## src/rtl/ame_pivot_ctrl_pkg.sv

```systemverilog
// Shared types and constants for the 6x6 pivot-selection controller.
package ame_pkg;

  localparam int AME_ROWS      = 6;
  localparam int AME_DATA_BITS = 64;
  localparam int AME_IDX_BITS  = 3;

  typedef logic [AME_IDX_BITS-1:0]                    idx_t;
  typedef logic [AME_ROWS-1:0][AME_DATA_BITS-1:0]     col_vec_t;

  typedef enum logic [2:0] {
    IDLE,
    FETCH,
    COMP,
    ELIM,
    DONE
  } state_e;

endpackage

```

## src/rtl/ame_pivot_ctrl_if.sv

```systemverilog
// Control/data bundle between the pivot sequencer and its matrix store, comparator and eliminator.
interface ame_pivot_ctrl_if
  import ame_pkg::*;
#(
  parameter int COMP_DATA_BITS     = AME_DATA_BITS,
  parameter int COMP_DATA_IDX_BITS = AME_IDX_BITS
);
  logic                                     start_i;
  logic                                     busy_o;
  logic                                     done_o;
  logic                                     singular_o;
  logic                                     col_req_o;
  logic [COMP_DATA_IDX_BITS-1:0]            col_idx_o;
  logic [AME_ROWS-1:0][COMP_DATA_BITS-1:0]  col_data_i;
  logic                                     col_vld_i;
  logic                                     comp_init_o;
  logic [AME_ROWS-1:0][COMP_DATA_BITS-1:0]  comp_data_o;
  logic [AME_ROWS-1:0]                      comp_data_mask_o;
  logic                                     comp_done_i;
  logic [COMP_DATA_BITS-1:0]                comp_data_i;
  logic [COMP_DATA_IDX_BITS-1:0]            comp_data_index_i;
  logic                                     elim_start_o;
  logic [COMP_DATA_IDX_BITS-1:0]            elim_col_o;
  logic [COMP_DATA_IDX_BITS-1:0]            elim_row_o;
  logic                                     elim_done_i;
  logic [AME_ROWS-1:0][COMP_DATA_IDX_BITS-1:0] pivot_rows_o;

  modport master (
    input  start_i, col_data_i, col_vld_i, comp_done_i, comp_data_i,
           comp_data_index_i, elim_done_i,
    output busy_o, done_o, singular_o, col_req_o, col_idx_o, comp_init_o,
           comp_data_o, comp_data_mask_o, elim_start_o, elim_col_o,
           elim_row_o, pivot_rows_o
  );

  modport slave (
    output start_i, col_data_i, col_vld_i, comp_done_i, comp_data_i,
           comp_data_index_i, elim_done_i,
    input  busy_o, done_o, singular_o, col_req_o, col_idx_o, comp_init_o,
           comp_data_o, comp_data_mask_o, elim_start_o, elim_col_o,
           elim_row_o, pivot_rows_o
  );

endinterface

```

## src/rtl/ame_pivot_ctrl.sv

```systemverilog
// Partial-pivot sequencer: per column fetch -> masked max-abs compare -> eliminate.
// state | meaning
// IDLE  | waiting for start_i
// FETCH | requesting column k from the matrix store
// COMP  | comparator choosing the largest unused row of column k
// ELIM  | elimination datapath working on (k, pivot row)
// DONE  | one-cycle completion pulse
module ame_pivot_ctrl
  import ame_pkg::*;
#(
  parameter int COMP_DATA_BITS     = AME_DATA_BITS,
  parameter int COMP_DATA_IDX_BITS = AME_IDX_BITS
) (
  input  logic             clk_i,
  input  logic             rst_n_i,
  ame_pivot_ctrl_if.master bus
);

  localparam logic [COMP_DATA_IDX_BITS-1:0] LAST_COL = COMP_DATA_IDX_BITS'(AME_ROWS - 1);

  state_e                                   state;
  logic [COMP_DATA_IDX_BITS-1:0]            k;
  logic [AME_ROWS-1:0]                      mask;
  logic [AME_ROWS-1:0][COMP_DATA_BITS-1:0]  col_q;
  logic                                     pick_ok;

  assign bus.col_idx_o        = k;
  assign bus.comp_data_o      = col_q;
  assign bus.comp_data_mask_o = mask;

  // A zero maximum, an out-of-range row or an already-used row all mean no usable pivot.
  always_comb begin
    pick_ok = 1'b0;
    if (bus.comp_data_i != '0 && bus.comp_data_index_i <= LAST_COL)
      pick_ok = !mask[bus.comp_data_index_i];
  end

  always_ff @(posedge clk_i or negedge rst_n_i) begin
    if (!rst_n_i) begin
      state            <= IDLE;
      k                <= '0;
      mask             <= '0;
      col_q            <= '0;
      bus.busy_o       <= 1'b0;
      bus.done_o       <= 1'b0;
      bus.singular_o   <= 1'b0;
      bus.col_req_o    <= 1'b0;
      bus.comp_init_o  <= 1'b0;
      bus.elim_start_o <= 1'b0;
      bus.elim_col_o   <= '0;
      bus.elim_row_o   <= '0;
      bus.pivot_rows_o <= '0;
    end else begin
      bus.done_o       <= 1'b0;
      bus.comp_init_o  <= 1'b0;
      bus.elim_start_o <= 1'b0;
      case (state)
        IDLE: begin
          if (bus.start_i) begin
            mask             <= '0;
            k                <= '0;
            bus.pivot_rows_o <= '0;
            bus.singular_o   <= 1'b0;
            bus.busy_o       <= 1'b1;
            bus.col_req_o    <= 1'b1;
            state            <= FETCH;
          end
        end
        FETCH: begin
          if (bus.col_vld_i) begin
            col_q           <= bus.col_data_i;
            bus.col_req_o   <= 1'b0;
            bus.comp_init_o <= 1'b1;
            state           <= COMP;
          end
        end
        COMP: begin
          if (bus.comp_done_i) begin
            if (!pick_ok) begin
              bus.singular_o <= 1'b1;
              bus.done_o     <= 1'b1;
              state          <= DONE;
            end else begin
              bus.pivot_rows_o[k]           <= bus.comp_data_index_i;
              mask[bus.comp_data_index_i]   <= 1'b1;
              bus.elim_row_o                <= bus.comp_data_index_i;
              bus.elim_col_o                <= k;
              bus.elim_start_o              <= 1'b1;
              state                         <= ELIM;
            end
          end
        end
        ELIM: begin
          // elim_done_i is meaningless in the cycle the start pulse is still out
          if (!bus.elim_start_o && bus.elim_done_i) begin
            if (k == LAST_COL) begin
              bus.done_o <= 1'b1;
              state      <= DONE;
            end else begin
              k             <= k + 1'b1;
              bus.col_req_o <= 1'b1;
              state         <= FETCH;
            end
          end
        end
        DONE: begin
          bus.busy_o <= 1'b0;
          state      <= IDLE;
        end
        default: state <= IDLE;
      endcase
    end
  end

endmodule

```

## src/flat_wrapper.sv

```systemverilog
// flat-port wrapper written by rule: the top's interface ports become plain ports
module ame_pivot_ctrl_flat import ame_pkg::*;
#(
  parameter int COMP_DATA_BITS     = AME_DATA_BITS,
  parameter int COMP_DATA_IDX_BITS = AME_IDX_BITS
)
  (clk_i, rst_n_i, bus_start_i, bus_col_data_i, bus_col_vld_i, bus_comp_done_i, bus_comp_data_i, bus_comp_data_index_i, bus_elim_done_i, bus_busy_o, bus_done_o, bus_singular_o, bus_col_req_o, bus_col_idx_o, bus_comp_init_o, bus_comp_data_o, bus_comp_data_mask_o, bus_elim_start_o, bus_elim_col_o, bus_elim_row_o, bus_pivot_rows_o);
  ame_pivot_ctrl_if #(.COMP_DATA_BITS(COMP_DATA_BITS), .COMP_DATA_IDX_BITS(COMP_DATA_IDX_BITS)) bus_i ();
  input  logic clk_i;
  input  logic rst_n_i;
  input wire logic [$bits(bus_i.start_i)-1:0] bus_start_i;
  input wire logic [$bits(bus_i.col_data_i)-1:0] bus_col_data_i;
  input wire logic [$bits(bus_i.col_vld_i)-1:0] bus_col_vld_i;
  input wire logic [$bits(bus_i.comp_done_i)-1:0] bus_comp_done_i;
  input wire logic [$bits(bus_i.comp_data_i)-1:0] bus_comp_data_i;
  input wire logic [$bits(bus_i.comp_data_index_i)-1:0] bus_comp_data_index_i;
  input wire logic [$bits(bus_i.elim_done_i)-1:0] bus_elim_done_i;
  output wire logic [$bits(bus_i.busy_o)-1:0] bus_busy_o;
  output wire logic [$bits(bus_i.done_o)-1:0] bus_done_o;
  output wire logic [$bits(bus_i.singular_o)-1:0] bus_singular_o;
  output wire logic [$bits(bus_i.col_req_o)-1:0] bus_col_req_o;
  output wire logic [$bits(bus_i.col_idx_o)-1:0] bus_col_idx_o;
  output wire logic [$bits(bus_i.comp_init_o)-1:0] bus_comp_init_o;
  output wire logic [$bits(bus_i.comp_data_o)-1:0] bus_comp_data_o;
  output wire logic [$bits(bus_i.comp_data_mask_o)-1:0] bus_comp_data_mask_o;
  output wire logic [$bits(bus_i.elim_start_o)-1:0] bus_elim_start_o;
  output wire logic [$bits(bus_i.elim_col_o)-1:0] bus_elim_col_o;
  output wire logic [$bits(bus_i.elim_row_o)-1:0] bus_elim_row_o;
  output wire logic [$bits(bus_i.pivot_rows_o)-1:0] bus_pivot_rows_o;
  assign bus_i.start_i = bus_start_i;
  assign bus_i.col_data_i = bus_col_data_i;
  assign bus_i.col_vld_i = bus_col_vld_i;
  assign bus_i.comp_done_i = bus_comp_done_i;
  assign bus_i.comp_data_i = bus_comp_data_i;
  assign bus_i.comp_data_index_i = bus_comp_data_index_i;
  assign bus_i.elim_done_i = bus_elim_done_i;
  assign bus_busy_o = bus_i.busy_o;
  assign bus_done_o = bus_i.done_o;
  assign bus_singular_o = bus_i.singular_o;
  assign bus_col_req_o = bus_i.col_req_o;
  assign bus_col_idx_o = bus_i.col_idx_o;
  assign bus_comp_init_o = bus_i.comp_init_o;
  assign bus_comp_data_o = bus_i.comp_data_o;
  assign bus_comp_data_mask_o = bus_i.comp_data_mask_o;
  assign bus_elim_start_o = bus_i.elim_start_o;
  assign bus_elim_col_o = bus_i.elim_col_o;
  assign bus_elim_row_o = bus_i.elim_row_o;
  assign bus_pivot_rows_o = bus_i.pivot_rows_o;
  ame_pivot_ctrl #(.COMP_DATA_BITS(COMP_DATA_BITS), .COMP_DATA_IDX_BITS(COMP_DATA_IDX_BITS)) u_core (.clk_i(clk_i), .rst_n_i(rst_n_i), .bus(bus_i));
endmodule
```

## config.mk

```make
export PLATFORM = sky130hd
export DESIGN_NAME = ame_pivot_ctrl_flat
export DESIGN_NICKNAME = d
export VERILOG_FILES = /design/src/rtl/ame_pivot_ctrl_pkg.sv /design/src/rtl/ame_pivot_ctrl_if.sv /design/src/rtl/ame_pivot_ctrl.sv /design/src/flat_wrapper.sv
export SDC_FILE = /design/constraint.sdc
export NUM_CORES = 1
export LEC_CHECK = 0
export BUFFER_PORTS_ARGS = -buffer_cell sky130_fd_sc_hd__buf_2
export CAP_MARGIN = 20
export CORE_AREA = 2 2 345 347
export DETAILED_ROUTE_END_ITERATION = 16
export DIE_AREA = 0 0 347 349
export PLACE_DENSITY = 0.38
export SLEW_MARGIN = 0
export SYNTH_ARGS = -nofsm -noshare
export SYNTH_HDL_FRONTEND = slang
export SYNTH_SLANG_ARGS = --single-unit
```

## constraint.sdc

```tcl
create_clock -name clk_i -period 5.63 [get_ports clk_i]
set_input_delay 0.8445 -clock clk_i [delete_from_list [all_inputs] [get_ports clk_i]]
set_output_delay 0.8445 -clock clk_i [all_outputs]
set_load 0.01 [all_outputs]
```

==> flow_metrics.env, run 1 <==
export IMPL_hold_viol=0
export IMPL_outcome="finished clean"
export IMPL_grt_usage_pct=9.55
export IMPL_syn_avg_cell_area_um2=16.2
export IMPL_placed_area_mm2=0.0224
export IMPL_drv_slew=0
export IMPL_n_fill_cell=12800
export IMPL_first_iter_violations=406
export IMPL_drt_pass1_iter_count=4
export IMPL_dieWidth_um=347
export IMPL_core_area_mm2=0.117
export IMPL_ant_nets=0
export IMPL_worstPathCellList="nor2b_1 > and2_4 > buf_4 > mux2_2"
export IMPL_vias=12200
export IMPL_cts_buffer_depth=3
export IMPL_synthCells=1002
export IMPL_fin_cells=3481
export IMPL_regArea_mm2=0.0107
export IMPL_period_share_pct=50.8
export IMPL_cp_start_kind="register"
export IMPL_critPathTopFamily="simple AND/OR/NAND/NOR gates"
export IMPL_yosysSeqAreaShare_pct=65.9
export IMPL_route_detailed_drc=0
export IMPL_cts_root_buffer="clkbuf_16"
export IMPL_grt_pass1_vias=13200
export IMPL_yosysMostFrequentCell="dfrtp_1"
export IMPL_pre_cts_slack_ns=2.34
export IMPL_wl_per_cell_um=17.4
export IMPL_cts_setup_buffers=0
export IMPL_clock_fmax_mhz=349
export IMPL_nets=2360
export IMPL_h_tree_depth=2
export IMPL_cts_tree="done"
export IMPL_via_per_inst=3.50
export IMPL_portBuffers=879
export IMPL_max_vdd_ir_drop_uv=230
export IMPL_critPathKind="reg -> reg"
export IMPL_power_density_mw_per_mm2=582
export IMPL_cp_slowest_cell="and2_4"
export IMPL_clkSinkCount=426
export IMPL_hp_class="in -> async"
export IMPL_numCtsBuffers=54
export IMPL_multiInputGateArea_mm2=0.00525
export IMPL_fin_ws_ns=2.77
export IMPL_yosys_warnings=0
export IMPL_yosys_area_top_type_share_pct=65.9
export IMPL_crit_buf_inv=1
export IMPL_leakagePower_nw=11.3
export IMPL_seqPwrFrac_pct=38.2
export IMPL_cpPeakStageDelay_ns=0.86
export IMPL_drive_gt1_share_pct=70.8
export IMPL_syn_cell_area_mm2=0.0162
export IMPL_die_area_mm2=0.121
export IMPL_rsz0062_at_grt="no"
export IMPL_wl_mm=60.6
export IMPL_ff2ff_path_depth=4
export IMPL_dp_cells=3381
export IMPL_async_flop_share_pct=100
export IMPL_synth_flop_cell="dfrtp_1"
export IMPL_grt_pass1_wl_mm=86.9
export IMPL_yosys_top_cells_count="dfrtp_1 (426), mux2_2 (389), buf_2 (44)"
export IMPL_ys_types=38
export IMPL_cts_resized=0
export IMPL_synth_edf_count=0
export IMPL_grt_max_degree=108
export IMPL_syn_nets=1461
export IMPL_p_switching_mw=4.78
export IMPL_worstPathMaxFanout=58
export IMPL_netSwitchingFraction_pct=33.9
export IMPL_final_area_mm2=0.0242
export IMPL_antenna_found_initial=20
export IMPL_insertion_delay_ns=0.61
export IMPL_skew_ns=0.0272
export IMPL_synth_top_cell_by_area="dfrtp_1"
export IMPL_r2r_setup_slack_ns=2.77
export IMPL_cp_arrival_ns=3.34
export IMPL_setup_viol=0
export IMPL_maxCapViolCount=0
export IMPL_internal_power_mw=9.32
export IMPL_period_minus_slack_ns=2.86
export IMPL_power_mw=14.1
export IMPL_relSlewSlack_pct=34.7
export IMPL_path_depth=4
export IMPL_synthToLayoutAreaGrowth_pct=49.7
export IMPL_pwr_share_clk_pct=24.6
export IMPL_cp_end_kind="register"
export IMPL_die_h_um=349
export IMPL_start_util_pct=13.8
export IMPL_cts_hold_buffers_added=0
export IMPL_routabilityCongestion=0.825
export IMPL_gr_total_overflow=0
export IMPL_ys_ff_latch=426
export IMPL_io_pin_count=880
export IMPL_required_ns=6.11
export IMPL_place_hpwl_mm=47.5
export IMPL_placementRows=126
export IMPL_p_comb_share_pct=37.2
export IMPL_max_slew_worst_pin_slew_ns=0.980
export IMPL_synth_area_leaders="dfrtp_1 (66%), mux2_2 (27%), buf_2 (1.4%)"
export IMPL_cts_clk_slew_worst_paths_ns=0.06
export IMPL_finalSetupTns_ns=0
[power groups by stage]
stage / clock [mW] / sequential (mW) / combinational [mW]
after floorplan: 0 / 6.02 / 2.13
after detailed placement: 0 / 5.42 / 5.39
after global placement: 0 / 5.41 / 5.33
final: 3.47 / 5.38 / 5.24
after global routing: 3.77 / 5.58 / 5.63
after CTS: 3.63 / 5.41 / 5.38
[cell type report]
type / instances / share of cell area [%]
Timing Repair Buffer: 897 / 19.0
Sequential cell: 426 / 44.0
Clock buffer: 80 / 6.31
Tap cell: 1536 / 7.93
Clock inverter: 16 / 1.01
Multi-Input combinational cell: 518 / 21.7
Inverter: 4 / 0.0620
Antenna cell: 4 / 0.0413
[per-layer routing]
metal | wire [µm] | GRT usage, %
met5 | 195 | 0
met4 | 1860 | 3.58
met3 | 5260 | 3.72
met2 | 31300 | 16.9
met1 | 21900 | 10.2
[sequential cells by signal (all words and copies together) (netlist names)]
| register | count |
|---|---|
| u_core.bus.pivot_rows_o | 18 |
| u_core.bus.busy_o | 1 |
| u_core.bus.col_req_o | 1 |
| u_core.bus.elim_row_o | 3 |
| u_core.bus.elim_start_o | 1 |
| u_core.bus.col_idx_o | 3 |
| u_core.bus.done_o | 1 |
| u_core.bus.elim_col_o | 3 |
| u_core.bus.comp_data_mask_o | 6 |
| u_core.bus.comp_data_o | 384 |
| u_core.state | 3 |
| u_core.bus.singular_o | 1 |
| u_core.bus.comp_init_o | 1 |
[layout by cell type, fill, tap and decap left out, types with 12 or more instances in the layout]
master / count
mux2_2: 389
nor4_1: 12
a32o_1: 14
nand2_1: 20
buf_4: 14
clkbuf_1: 18
buf_2: 878
clkbuf_16: 54
dfrtp_1: 426
[cells by family (layout without fill, tap and decap cells)]
group | Yosys count | after routing | synth area share (%)
mux | 390 | 390 | 27.2
buf+inv | 58 | 997 | 1.73
fa+ha+maj | 2 | 2 | 0.155
xor+xnor | 1 | 1 | 0.0541
flops | 426 | 426 | 65.9
compound gates | 49 | 49 | 2.40
simple gates | 76 | 76 | 2.58
other cells | 0 | 4 | 0
[final timing paths]
| path | startpoint | to |
|---|---|---|
| worst max-delay path | u_core.state[0]$_DFFE_PN0P_ | u_core.bus.comp_data_o[268]$_DFFE_PN0P_ |
| max in group asynchronous | rst_n_i | u_core.bus.comp_data_o[319]$_DFFE_PN0P_ |
| worst max register to register | u_core.state[0]$_DFFE_PN0P_ | u_core.bus.comp_data_o[268]$_DFFE_PN0P_ |
| min in group clk_i | bus_col_data_i[281] | u_core.bus.comp_data_o[281]$_DFFE_PN0P_ |
| worst min register to register | u_core.bus.pivot_rows_o[10]$_DFFE_PN0P_ | u_core.bus.pivot_rows_o[10]$_DFFE_PN0P_ |
| worst min-delay path | rst_n_i | u_core.bus.comp_data_o[131]$_DFFE_PN0P_ |
[through the flow]
stage	util, %	hold WS (ns)
floorplan	-	0.526
global placement	19.1	0.481
detailed placement	19.1	0.486
CTS	20.6	0.318
global route	20.6	0.346
finish	20.6	0.295
[worst register-to-register path, stage by stage, from the launching register on]
cell and delay, ns:
dfrtp_1 0.47, nor2b_1 0.34, and2_4 0.86, buf_4 0.66
mux2_2 0.43
(Power assumes the default switching activity.)
==> inputs of run 2 (changes only) <==
--- a/config.mk
+++ b/config.mk
@@ -7,10 +7,10 @@
 export LEC_CHECK = 0
 export BUFFER_PORTS_ARGS = -buffer_cell sky130_fd_sc_hd__buf_2
 export CAP_MARGIN = 20
-export CORE_AREA = 2 2 345 347
+export CORE_AREA = 2 2 346 348
 export DETAILED_ROUTE_END_ITERATION = 16
-export DIE_AREA = 0 0 347 349
-export PLACE_DENSITY = 0.38
+export DIE_AREA = 0 0 348 350
+export PLACE_DENSITY = 0.39
 export SLEW_MARGIN = 0
 export SYNTH_ARGS = -nofsm -noshare
 export SYNTH_HDL_FRONTEND = slang
==> constraint.sdc (replaced) <==
create_clock -name clk_i -period 2.5 [get_ports clk_i]
set_input_delay 0.375 -clock clk_i [delete_from_list [all_inputs] [get_ports clk_i]]
set_output_delay 0.375 -clock clk_i [all_outputs]
set_load 0.01 [all_outputs]
==> flow_metrics.env, run 2 (synthesized netlist as in run 1, its figures left out) <==
export IMPL_outcome="finished clean"
export IMPL_dp_cells=3427
export IMPL_cp_start_kind="primary input"
export IMPL_clkSinkCount=426
export IMPL_relSlewSlack_pct=57.3
export IMPL_cp_end_kind="register"
export IMPL_period_share_pct=91.4
export IMPL_cp_arrival_ns=2.78
export IMPL_portBuffers=879
export IMPL_start_util_pct=13.7
export IMPL_cts_clk_slew_worst_paths_ns=0.06
export IMPL_hold_viol=0
export IMPL_max_vdd_ir_drop_uv=614
export IMPL_required_ns=2.99
export IMPL_nets=2780
export IMPL_io_pin_count=880
export IMPL_wl_mm=62.6
export IMPL_seqPwrFrac_pct=37.1
export IMPL_vias=13700
export IMPL_multiInputGateArea_mm2=0.00525
export IMPL_die_area_mm2=0.122
export IMPL_skew_ns=0.0155
export IMPL_synthToLayoutAreaGrowth_pct=75.7
export IMPL_h_tree_depth=2
export IMPL_via_per_inst=3.51
export IMPL_period_minus_slack_ns=2.29
export IMPL_final_common_cell="buf_2"
export IMPL_pre_cts_slack_ns=0.0657
export IMPL_placed_area_mm2=0.0229
export IMPL_first_iter_violations=488
export IMPL_placementRows=126
export IMPL_gr_total_overflow=0
export IMPL_regArea_mm2=0.0107
export IMPL_grt_pass1_wl_mm=91.6
export IMPL_layout_common_cells="buf_2 (878), dfrtp_1 (426), mux2_2 (389), dlygate4sd3_1 (376), clkbuf_16 (54)"
export IMPL_max_slew_worst_pin_slew_ns=0.641
export IMPL_largest_reg_flops=384
export IMPL_power_density_mw_per_mm2=1150
export IMPL_n_fill_cell=12400
export IMPL_netSwitchingFraction_pct=34.1
export IMPL_cpPeakStageDelay_ns=0.52
export IMPL_finalSetupTns_ns=0
export IMPL_rsz0062_at_grt="no"
export IMPL_dieWidth_um=348
export IMPL_cp_slowest_cell="dlygate4sd3_1"
export IMPL_cts_buffer_depth=3
export IMPL_ant_nets=0
export IMPL_cts_root_buffer="clkbuf_16"
export IMPL_core_area_mm2=0.118
export IMPL_antenna_found_initial=9
export IMPL_grt_pass1_vias=15400
export IMPL_fin_ws_ns=0.215
export IMPL_place_hpwl_mm=48.0
export IMPL_fin_cells=3900
export IMPL_p_comb_share_pct=39.0
export IMPL_grt_max_degree=71
export IMPL_drt_pass1_iter_count=4
export IMPL_drive_gt1_share_pct=60.4
export IMPL_final_area_mm2=0.0284
export IMPL_leakagePower_nw=13.1
export IMPL_p_switching_mw=11.1
export IMPL_numCtsBuffers=52
export IMPL_routabilityCongestion=0.888
export IMPL_die_h_um=350
export IMPL_internal_power_mw=21.5
export IMPL_pwr_share_clk_pct=23.9
export IMPL_grt_usage_pct=9.79
export IMPL_cts_tree="done"
export IMPL_route_detailed_drc=0
export IMPL_insertion_delay_ns=0.62
export IMPL_hp_class="in -> reg"
export IMPL_drv_slew=0
export IMPL_critPathKind="in -> reg"
export IMPL_setup_viol=0
export IMPL_maxCapViolCount=0
export IMPL_clock_fmax_mhz=438
export IMPL_wl_per_cell_um=16.0
export IMPL_worstPathMaxFanout=18
export IMPL_worstPathCellList="dlygate4sd3_1 > buf_2 > mux4_2 > o22ai_2 > o41ai_4 > nor2_4 > mux2_2"
==> run 2: worst max-delay path, delay by kind of cell <==
family | cells | cell delay (ns)
mux | 2 | 0.91
buf+inv | 2 | 0.69
simple gates | 1 | 0.41
compound gates | 2 | 0.38
==> run 2: final timing paths <==
| check | startpoint | end | slack, ns | cells after the start |
|---|---|---|---|---|
| min in group asynchronous | rst_n_i | u_core.bus.comp_data_o[130]$_DFFE_PN0P_ | 0.34 | 2 |
| max in group asynchronous | rst_n_i | u_core.bus.comp_data_o[373]$_DFFE_PN0P_ | 1.31 | 3 |
| max | bus_comp_data_index_i[0] | u_core.bus.elim_col_o[1]$_DFFE_PN0P_ | 0.21 | 7 |
| min | bus_col_data_i[215] | u_core.bus.comp_data_o[215]$_DFFE_PN0P_ | 0.06 | 2 |
| max reg2reg | u_core.bus.comp_data_mask_o[3]$_DFFE_PN0P_ | u_core.bus.elim_col_o[1]$_DFFE_PN0P_ | 0.34 | 5 |
| min reg2reg | u_core.bus.comp_data_o[252]$_DFFE_PN0P_ | u_core.bus.comp_data_o[252]$_DFFE_PN0P_ | 0.50 | 1 |
==> run 2: per-layer routing <==
metal | vias to the layer above | track usage (%) | wire (µm)
met5 | - | 0 | 91
met1 | 6745 | 9.92 | 22100
met3 | 128 | 2.95 | 4420
met4 | 12 | 5.05 | 2920
met2 | 548 | 18.1 | 33000
li1 | 6265 | - | -
==> run 2: cell type report <==
cell class              instances  share of cell area, %
multi-input cells             518                   18.5
diodes                          3                 0.0264
inverters                       4                 0.0528
clock inverters                18                  0.770
clock buffers                  76                   5.43
flip-flops and latches        426                   37.5
well taps                    1536                   6.76
repair buffers               1319                   31.0
==> run 2: power by group through the flow <==
stage / sequential, mW / clock (mW) / combinational (mW)
3_3_place_gp: 12.1 / 0 / 12.4
3_5_place_dp: 12.2 / 0 / 12.5
4_1_cts: 12.1 / 8.13 / 13.0
5_1_grt: 12.5 / 8.43 / 13.6
6_report: 12.1 / 7.78 / 12.7
2_1_floorplan: 13.5 / 0 / 4.81
==> run 2: what timing repair did <==
action / in CTS / in global routing
endpoints found under the hold margin: 400 / 0
setup buffers: 0 / 0
resized for setup: 0 / 0
hold buffers: 376 / 0
==> run 2: through the flow <==
step	utilization [%]	hold WS [ns]	power [mW]
2_1_floorplan	-	0.0794	18.4
3_3_place_gp	19.4	0.389	24.6
3_5_place_dp	19.4	0.393	24.7
4_1_cts	24.1	0.00706	33.3
5_1_grt	24.1	0.0203	34.6
6_report	24.1	0.0623	32.6
